<file path="src/rtl/muldiv_pkg.sv">
// muldiv_pkg: op_i encodings, FSM state type and signedness helper for muldiv_unit.
package muldiv_pkg;
   localparam logic [2:0] OP_MULT  = 3'b000;
   localparam logic [2:0] OP_MULTU = 3'b001;
   localparam logic [2:0] OP_DIV   = 3'b010;
   localparam logic [2:0] OP_DIVU  = 3'b011;
   localparam logic [2:0] OP_MTHI  = 3'b100;
   localparam logic [2:0] OP_MTLO  = 3'b101;
   localparam logic [2:0] OP_MADD  = 3'b110;
   localparam logic [2:0] OP_MSUB  = 3'b111;

   typedef enum logic [1:0] {IDLE, MUL, DIV} state_e;

   function automatic logic op_signed(input logic [2:0] op);
      return op inside {OP_MULT, OP_DIV, OP_MADD, OP_MSUB};
   endfunction
endpackage

</file>
<file path="src/rtl/muldiv_unit_div_iter.sv">
// div_iter: radix-2 restoring divider on operand magnitudes with a final sign fixup.
module div_iter #(
   parameter int W = 32
) (
   input  logic         clk,
   input  logic         rst,
   input  logic         load_i,
   input  logic         step_i,
   input  logic         sgn_i,
   input  logic [W-1:0] a_i,
   input  logic [W-1:0] b_i,
   output logic [W-1:0] q_o,
   output logic [W-1:0] r_o
);
   logic [W-1:0] q_q, r_q, d_q;
   logic         neg_q_q, neg_r_q, dz_q;
   logic [W:0]   rs, diff;

   assign rs   = {r_q, q_q[W-1]};
   assign diff = rs - {1'b0, d_q};

   always_ff @(posedge clk or negedge rst) begin
      if (!rst) begin
         q_q     <= '0;
         r_q     <= '0;
         d_q     <= '0;
         neg_q_q <= 1'b0;
         neg_r_q <= 1'b0;
         dz_q    <= 1'b0;
      end else if (load_i) begin
         q_q     <= sgn_i && a_i[W-1] ? -a_i : a_i;
         d_q     <= sgn_i && b_i[W-1] ? -b_i : b_i;
         r_q     <= '0;
         neg_q_q <= sgn_i && (a_i[W-1] ^ b_i[W-1]);
         neg_r_q <= sgn_i && a_i[W-1];
         dz_q    <= b_i == '0;
      end else if (step_i) begin
         r_q <= diff[W] ? rs[W-1:0] : diff[W-1:0];
         q_q <= {q_q[W-2:0], ~diff[W]};
      end
   end

   // a zero divisor leaves |a| as remainder, so only the quotient needs forcing
   assign q_o = dz_q ? '1 : neg_q_q ? -q_q : q_q;
   assign r_o = neg_r_q ? -r_q : r_q;
endmodule

</file>
<file path="src/rtl/muldiv_unit.sv">
// muldiv_unit: HI/LO multiply/divide unit with pipeline cancel.
// Define MULDIV_MADD_EN to enable the MADD/MSUB accumulate ops.
module muldiv_unit
   import muldiv_pkg::*;
#(
   parameter int DATA_W  = 32,
   parameter int MUL_LAT = 2
) (
   input  logic              clk,
   input  logic              rst,
   input  logic              start_i,
   input  logic [2:0]        op_i,
   input  logic [DATA_W-1:0] a_i,
   input  logic [DATA_W-1:0] b_i,
   input  logic              cancel_i,
   output logic              busy_o,
   output logic              done_o,
   output logic [DATA_W-1:0] hi_o,
   output logic [DATA_W-1:0] lo_o
);
   localparam int CW = $clog2(DATA_W + 1);

   state_e              state_q, state_d;
   logic [1:0]          rdy_q;
   logic [CW-1:0]       cnt_q, cnt_d;
   logic [2:0]          op_q;
   logic [DATA_W-1:0]   a_q, b_q, hi_q, hi_d, lo_q, lo_d, dq, dr;
   logic                done_q, done_d, accept, mul_op, div_op, sg, dload, dstep;
   logic [2*DATA_W-1:0] ax, bx, prod, acc;

   assign accept = state_q == IDLE && start_i && !cancel_i && rdy_q[1];
   assign div_op = op_i inside {OP_DIV, OP_DIVU};
   assign sg     = op_signed(op_q);
   assign ax     = {{DATA_W{sg & a_q[DATA_W-1]}}, a_q};
   assign bx     = {{DATA_W{sg & b_q[DATA_W-1]}}, b_q};
   assign prod   = ax * bx;
`ifdef MULDIV_MADD_EN
   assign mul_op = op_i inside {OP_MULT, OP_MULTU, OP_MADD, OP_MSUB};
   assign acc    = op_q == OP_MADD ? {hi_q, lo_q} + prod :
                   op_q == OP_MSUB ? {hi_q, lo_q} - prod : prod;
`else
   assign mul_op = op_i inside {OP_MULT, OP_MULTU};
   assign acc    = prod;
`endif

   div_iter #(.W(DATA_W)) u_div (
      .clk   (clk),
      .rst   (rst),
      .load_i(dload),
      .step_i(dstep),
      .sgn_i (op_signed(op_i)),
      .a_i   (a_i),
      .b_i   (b_i),
      .q_o   (dq),
      .r_o   (dr)
   );

   // start_i is honoured only once the released reset has crossed two flops
   always_ff @(posedge clk or negedge rst) begin
      if (!rst) begin
         rdy_q   <= '0;
         state_q <= IDLE;
         cnt_q   <= '0;
         op_q    <= '0;
         a_q     <= '0;
         b_q     <= '0;
         hi_q    <= '0;
         lo_q    <= '0;
         done_q  <= 1'b0;
      end else begin
         rdy_q   <= {rdy_q[0], 1'b1};
         state_q <= state_d;
         cnt_q   <= cnt_d;
         hi_q    <= hi_d;
         lo_q    <= lo_d;
         done_q  <= done_d;
         if (accept) begin
            op_q <= op_i;
            a_q  <= a_i;
            b_q  <= b_i;
         end
      end
   end

   always_comb begin
      state_d = state_q;
      cnt_d   = cnt_q;
      hi_d    = hi_q;
      lo_d    = lo_q;
      done_d  = 1'b0;
      dload   = 1'b0;
      dstep   = 1'b0;
      case (state_q)
         IDLE: if (accept) begin
            if (op_i == OP_MTHI) hi_d = a_i;
            else if (op_i == OP_MTLO) lo_d = a_i;
            else if (mul_op) begin
               state_d = MUL;
               cnt_d   = CW'(MUL_LAT - 1);
            end else if (div_op) begin
               state_d = DIV;
               cnt_d   = CW'(DATA_W);
               dload   = 1'b1;
            end
         end
         MUL: if (cancel_i) state_d = IDLE;
            else if (cnt_q == '0) begin
               state_d      = IDLE;
               done_d       = 1'b1;
               {hi_d, lo_d} = acc;
            end else cnt_d = cnt_q - 1'b1;
         DIV: if (cancel_i) state_d = IDLE;
            else if (cnt_q == '0) begin
               state_d = IDLE;
               done_d  = 1'b1;
               hi_d    = dr;
               lo_d    = dq;
            end else begin
               dstep = 1'b1;
               cnt_d = cnt_q - 1'b1;
            end
         default: state_d = IDLE;
      endcase
   end

   assign busy_o = state_q != IDLE;
   assign done_o = done_q;
   assign hi_o   = hi_q;
   assign lo_o   = lo_q;
endmodule

</file>
<file path="config.mk">
export PLATFORM = sky130hd
export DESIGN_NAME = muldiv_unit
export DESIGN_NICKNAME = d
export VERILOG_FILES = /design/src/rtl/muldiv_pkg.sv /design/src/rtl/muldiv_unit_div_iter.sv /design/src/rtl/muldiv_unit.sv
export SDC_FILE = /design/constraint.sdc
export NUM_CORES = 2
export LEC_CHECK = 0
export BUFFER_PORTS_ARGS = -buffer_cell sky130_fd_sc_hd__buf_2
export CAP_MARGIN = 10
export CORE_MARGIN = 2
export CORE_UTILIZATION = 51
export CTS_CLUSTER_DIAMETER = 50
export DETAILED_ROUTE_END_ITERATION = 10
export GPL_ROUTABILITY_DRIVEN = 0
export PLACE_DENSITY = 0.67
export SYNTH_ARGS = -nofsm -noshare
export SYNTH_HDL_FRONTEND = slang
export SYNTH_SLANG_ARGS = --single-unit
</file>
<file path="constraint.sdc">
create_clock -name clk -period 9.6 [get_ports clk]
set_clock_uncertainty 0.15 [all_clocks]
set_input_delay 1.92 -clock clk [delete_from_list [all_inputs] [get_ports clk]]
set_output_delay 1.92 -clock clk [all_outputs]
set_load 0.005 [all_outputs]
</file>
==> results.json <==
{
  "synth-seq-area-share_pct": 11.43,
  "synthDominantAreaCellType": "fa_1",
  "yosys_register_bits": 241,
  "cell_rows": 117,
  "regToRegSetupSlack_ps": 350,
  "route.detailed.wl_per_inst_um": 20.55,
  "clock_tree.root_cell": "clkbuf_16",
  "h-tree-depth": 2,
  "synth_enable_flop_cells": 0,
  "cts.repair.resized": 0,
  "globalRoute.totalOverflow": 0,
  "standard_cell_area_after_detailed_placement_um2": 54760,
  "hold_viol": 0,
  "placement.io_buffers": 136,
  "cts.path.max_buffers": 3,
  "syn_inst": 5977,
  "worst-path-max-fanout": 25,
  "worstPathArrival_ps": 9540,
  "fillCellCount": 9369,
  "core_um2": 102200,
  "hold_class": "reg -> reg",
  "flow.area_growth_from_synthesis_pct": 5.911,
  "layout_min_cycle_time_ps": 9249,
  "post-route-drc-count": 0,
  "antenna_found_initial": 6,
  "rsz0062_at_grt": "false",
  "gr-usage-all-layers_pct": 29.32,
  "syn_area_um2": 52770,
  "startpoint_type": "flip-flop",
  "post-route-cell-area_um2": 55890,
  "outcome": "completed",
  "slew_violations": 0,
  "worst_ep_required_time_ps": 9890,
  "number_of_clock_buffers_inserted_by_tritoncts": 34,
  "post_drt_via_cell_ratio": 5.601,
  "area.sequential_um2": 6037,
  "finish.utilization_pct": 54.70,
  "synthTopCellsByArea": "fa_1 43%, dfrtp_1 11%, inv_1 8.6%",
  "worst_skew_pair.late_latency_ps": 540,
  "first_global_vias": 43510,
  "postSynthNetCount": 7428,
  "max-slew-margin-rel_pct": 19.99,
  "post_layout_nets": 7368,
  "max_freq_mhz": 108.1,
  "drt_iter0_drc": 3329,
  "count_of_nets_left_with_antenna_violations_after_detail_routing": 0,
  "grt_pass1_wl_um": 244100,
  "drt_total_wl_um": 150300,
  "cts.repair_timing.setup_buffer_count": 0,
  "synth-async-reset-ratio_pct": 100.0,
  "worst_slew_pin_slew_ps": 1200,
  "grt_start_max_net_pins": 91,
  "setup_total_negative_slack_ps": 0,
  "initial_core_util_pct": 51.65,
  "cts_tree": "built",
  "syn-mean-instance-area_um2": 8.829,
  "multi_input_comb_area_um2": 40940,
  "synth_cell_type_count": 73,
  "pin_count": 137,
  "synth.yosys.warnings": 0,
  "report.final.setup_viol": 0,
  "vias": 40960,
  "die_area_um2": 106100,
  "cts_hold_buf": 0,
  "die_width_um": 325.7,
  "timing.critical_path.to_type": "flip-flop",
  "floorplan.die.height_um": 325.7,
  "clkSinkCount": 241,
  "final_worst_path_period_share_pct": 96.34,
  "cap_violations": 0,
  "detailedRoute.firstPassIterationCount": 6,
  "yosysTopAreaCellShare_pct": 42.72,
  "worst-setup-path-type": "reg -> reg",
  "yosys_most_used_dff": "dfrtp_1",
  "drive_above_1_share_pct": 6.632,
  "detailed_place_hpwl_um": 122600,
  "worst_setup_hold_path_clk_slew_ps": 60
}
-- path summary, 6_finish.rpt --
path	start	to	cells past startpoint
max in group asynchronous	rst	b_q[9]	2
worst min register to register	rdy_q[0]	rdy_q[1]	0
worst min-delay path	rdy_q[0]	rdy_q[1]	0
min in group asynchronous	rst	u_div.d_q[4]	1
worst max-delay path	a_q[11]	hi_o[31]	26
worst max register to register	a_q[11]	hi_o[31]	26
-- cell usage in the layout, fill, tap and decap left out, types with 7 or more instances in the layout --
cell	instances
o211ai_1	15
and3_1	25
or2_2	12
o21a_1	16
nand3_1	43
nor3b_1	7
nor4_1	16
o31ai_1	49
dfrtp_1	236
mux2_2	59
o21ai_0	231
fa_1	1126
nor2b_1	12
a31oi_1	47
xor2_1	71
and2_1	295
a21oi_1	197
inv_1	1213
or3_1	14
o41ai_1	14
buf_2	135
buf_4	106
o21ai_1	9
nand2_1	1047
a211oi_1	19
a311oi_1	12
a221oi_1	16
or4_1	10
mux2i_1	9
ha_1	251
nor2_1	195
nor3_1	46
xnor2_1	146
nand4_1	15
clkbuf_16	35
a21o_1	43
o21bai_1	18
nand2b_1	18
-- flip-flops by register name (all words and copies together) (netlist names) --
name and cells:
a_q 32, b_q 32, cnt_q 6, done_o 1, hi_o 32, lo_o 32
op_q 3, rdy_q 2, state_q 2, u_div.d_q 32, u_div.dz_q 1, u_div.neg_q_q 1
u_div.neg_r_q 1, u_div.q_q 32, u_div.r_q 32
-- metal layers --
| metal | track usage (%) | share of wire, % | vias to the layer above |
|---|---|---|---|
| met3 | 4.281 | 7.9 | 348 |
| met1 | 39.12 | 40 | 20970 |
| met4 | 11.65 | 4.7 | 0 |
| met5 | 0 | 0 | - |
| li1 | - | - | 18000 |
| met2 | 48.42 | 48 | 1655 |
-- kinds of logic after synthesis --
logic type | after synthesis | synth area share, %
multiplexers | 69 | 1.449
XOR/XNOR | 218 | 3.618
buffers and inverters | 1553 | 11.06
AND/OR/NAND/NOR | 1776 | 15.08
other | 1 | 0.007106
adder cells (fa/ha/maj) | 1380 | 48.74
AO/OA/AOI/OAI | 739 | 8.618
flip-flops | 241 | 11.43
-- cell usage after synthesis, drive strengths merged (43+ instances only) --
master and number:
a21oi 198, o21ai 240, a31oi 47, nor3 46, a21o 43, clkbuf 316
nand3 44, dfrtp 241, xnor2 147, fa 1126, mux2 59, nand2 1048
o31ai 51, nor2 195, inv 1213, ha 254, xor2 71, and2 295
-- critical path, cell delays in order (launching register included) --
cell and delay [ps]:
dfrtp_1 1130, nand2_1 170, fa_1 530, inv_1 50, fa_1 460, fa_1 550
inv_1 50, fa_1 490, fa_1 550, inv_1 60, fa_1 490, inv_1 70
fa_1 490, inv_1 50, fa_1 490, ha_1 390, nand4_1 190, nor3_1 570
nand3_1 150, a211oi_1 330, a211oi_1 210, o21ai_1 450, a31oi_1 230, o21ai_1 280
a31oi_1 140, xnor2_1 150, o311ai_1 270
-- final cells by class --
type	count	share of cell area (%)
antenna	5	0.02239
timing repair buffer	244	2.731
inverter	1213	8.146
sequential	241	10.80
clock buffer	47	1.755
tap	1368	3.062
multi-input combinational	4183	73.25
clock inverter	13	0.2351
-- stage by stage --
| stage | worst slack (ps) | instances | hold slack [ps] |
|---|---|---|---|
| finish | 351.1 | 7314 | 198.6 |
| detailed placement | 490.3 | 7249 | 185.6 |
| global route | 2.806 | 7310 | 209.9 |
| CTS | 417.7 | 7309 | 198.2 |
| global placement | 489.2 | 7249 | 182.0 |
| floorplan | 1283 | 5977 | 181.2 |
Power is not shown: default switching activity piles up to over one toggle a cycle in this logic, so the estimate is an artifact.
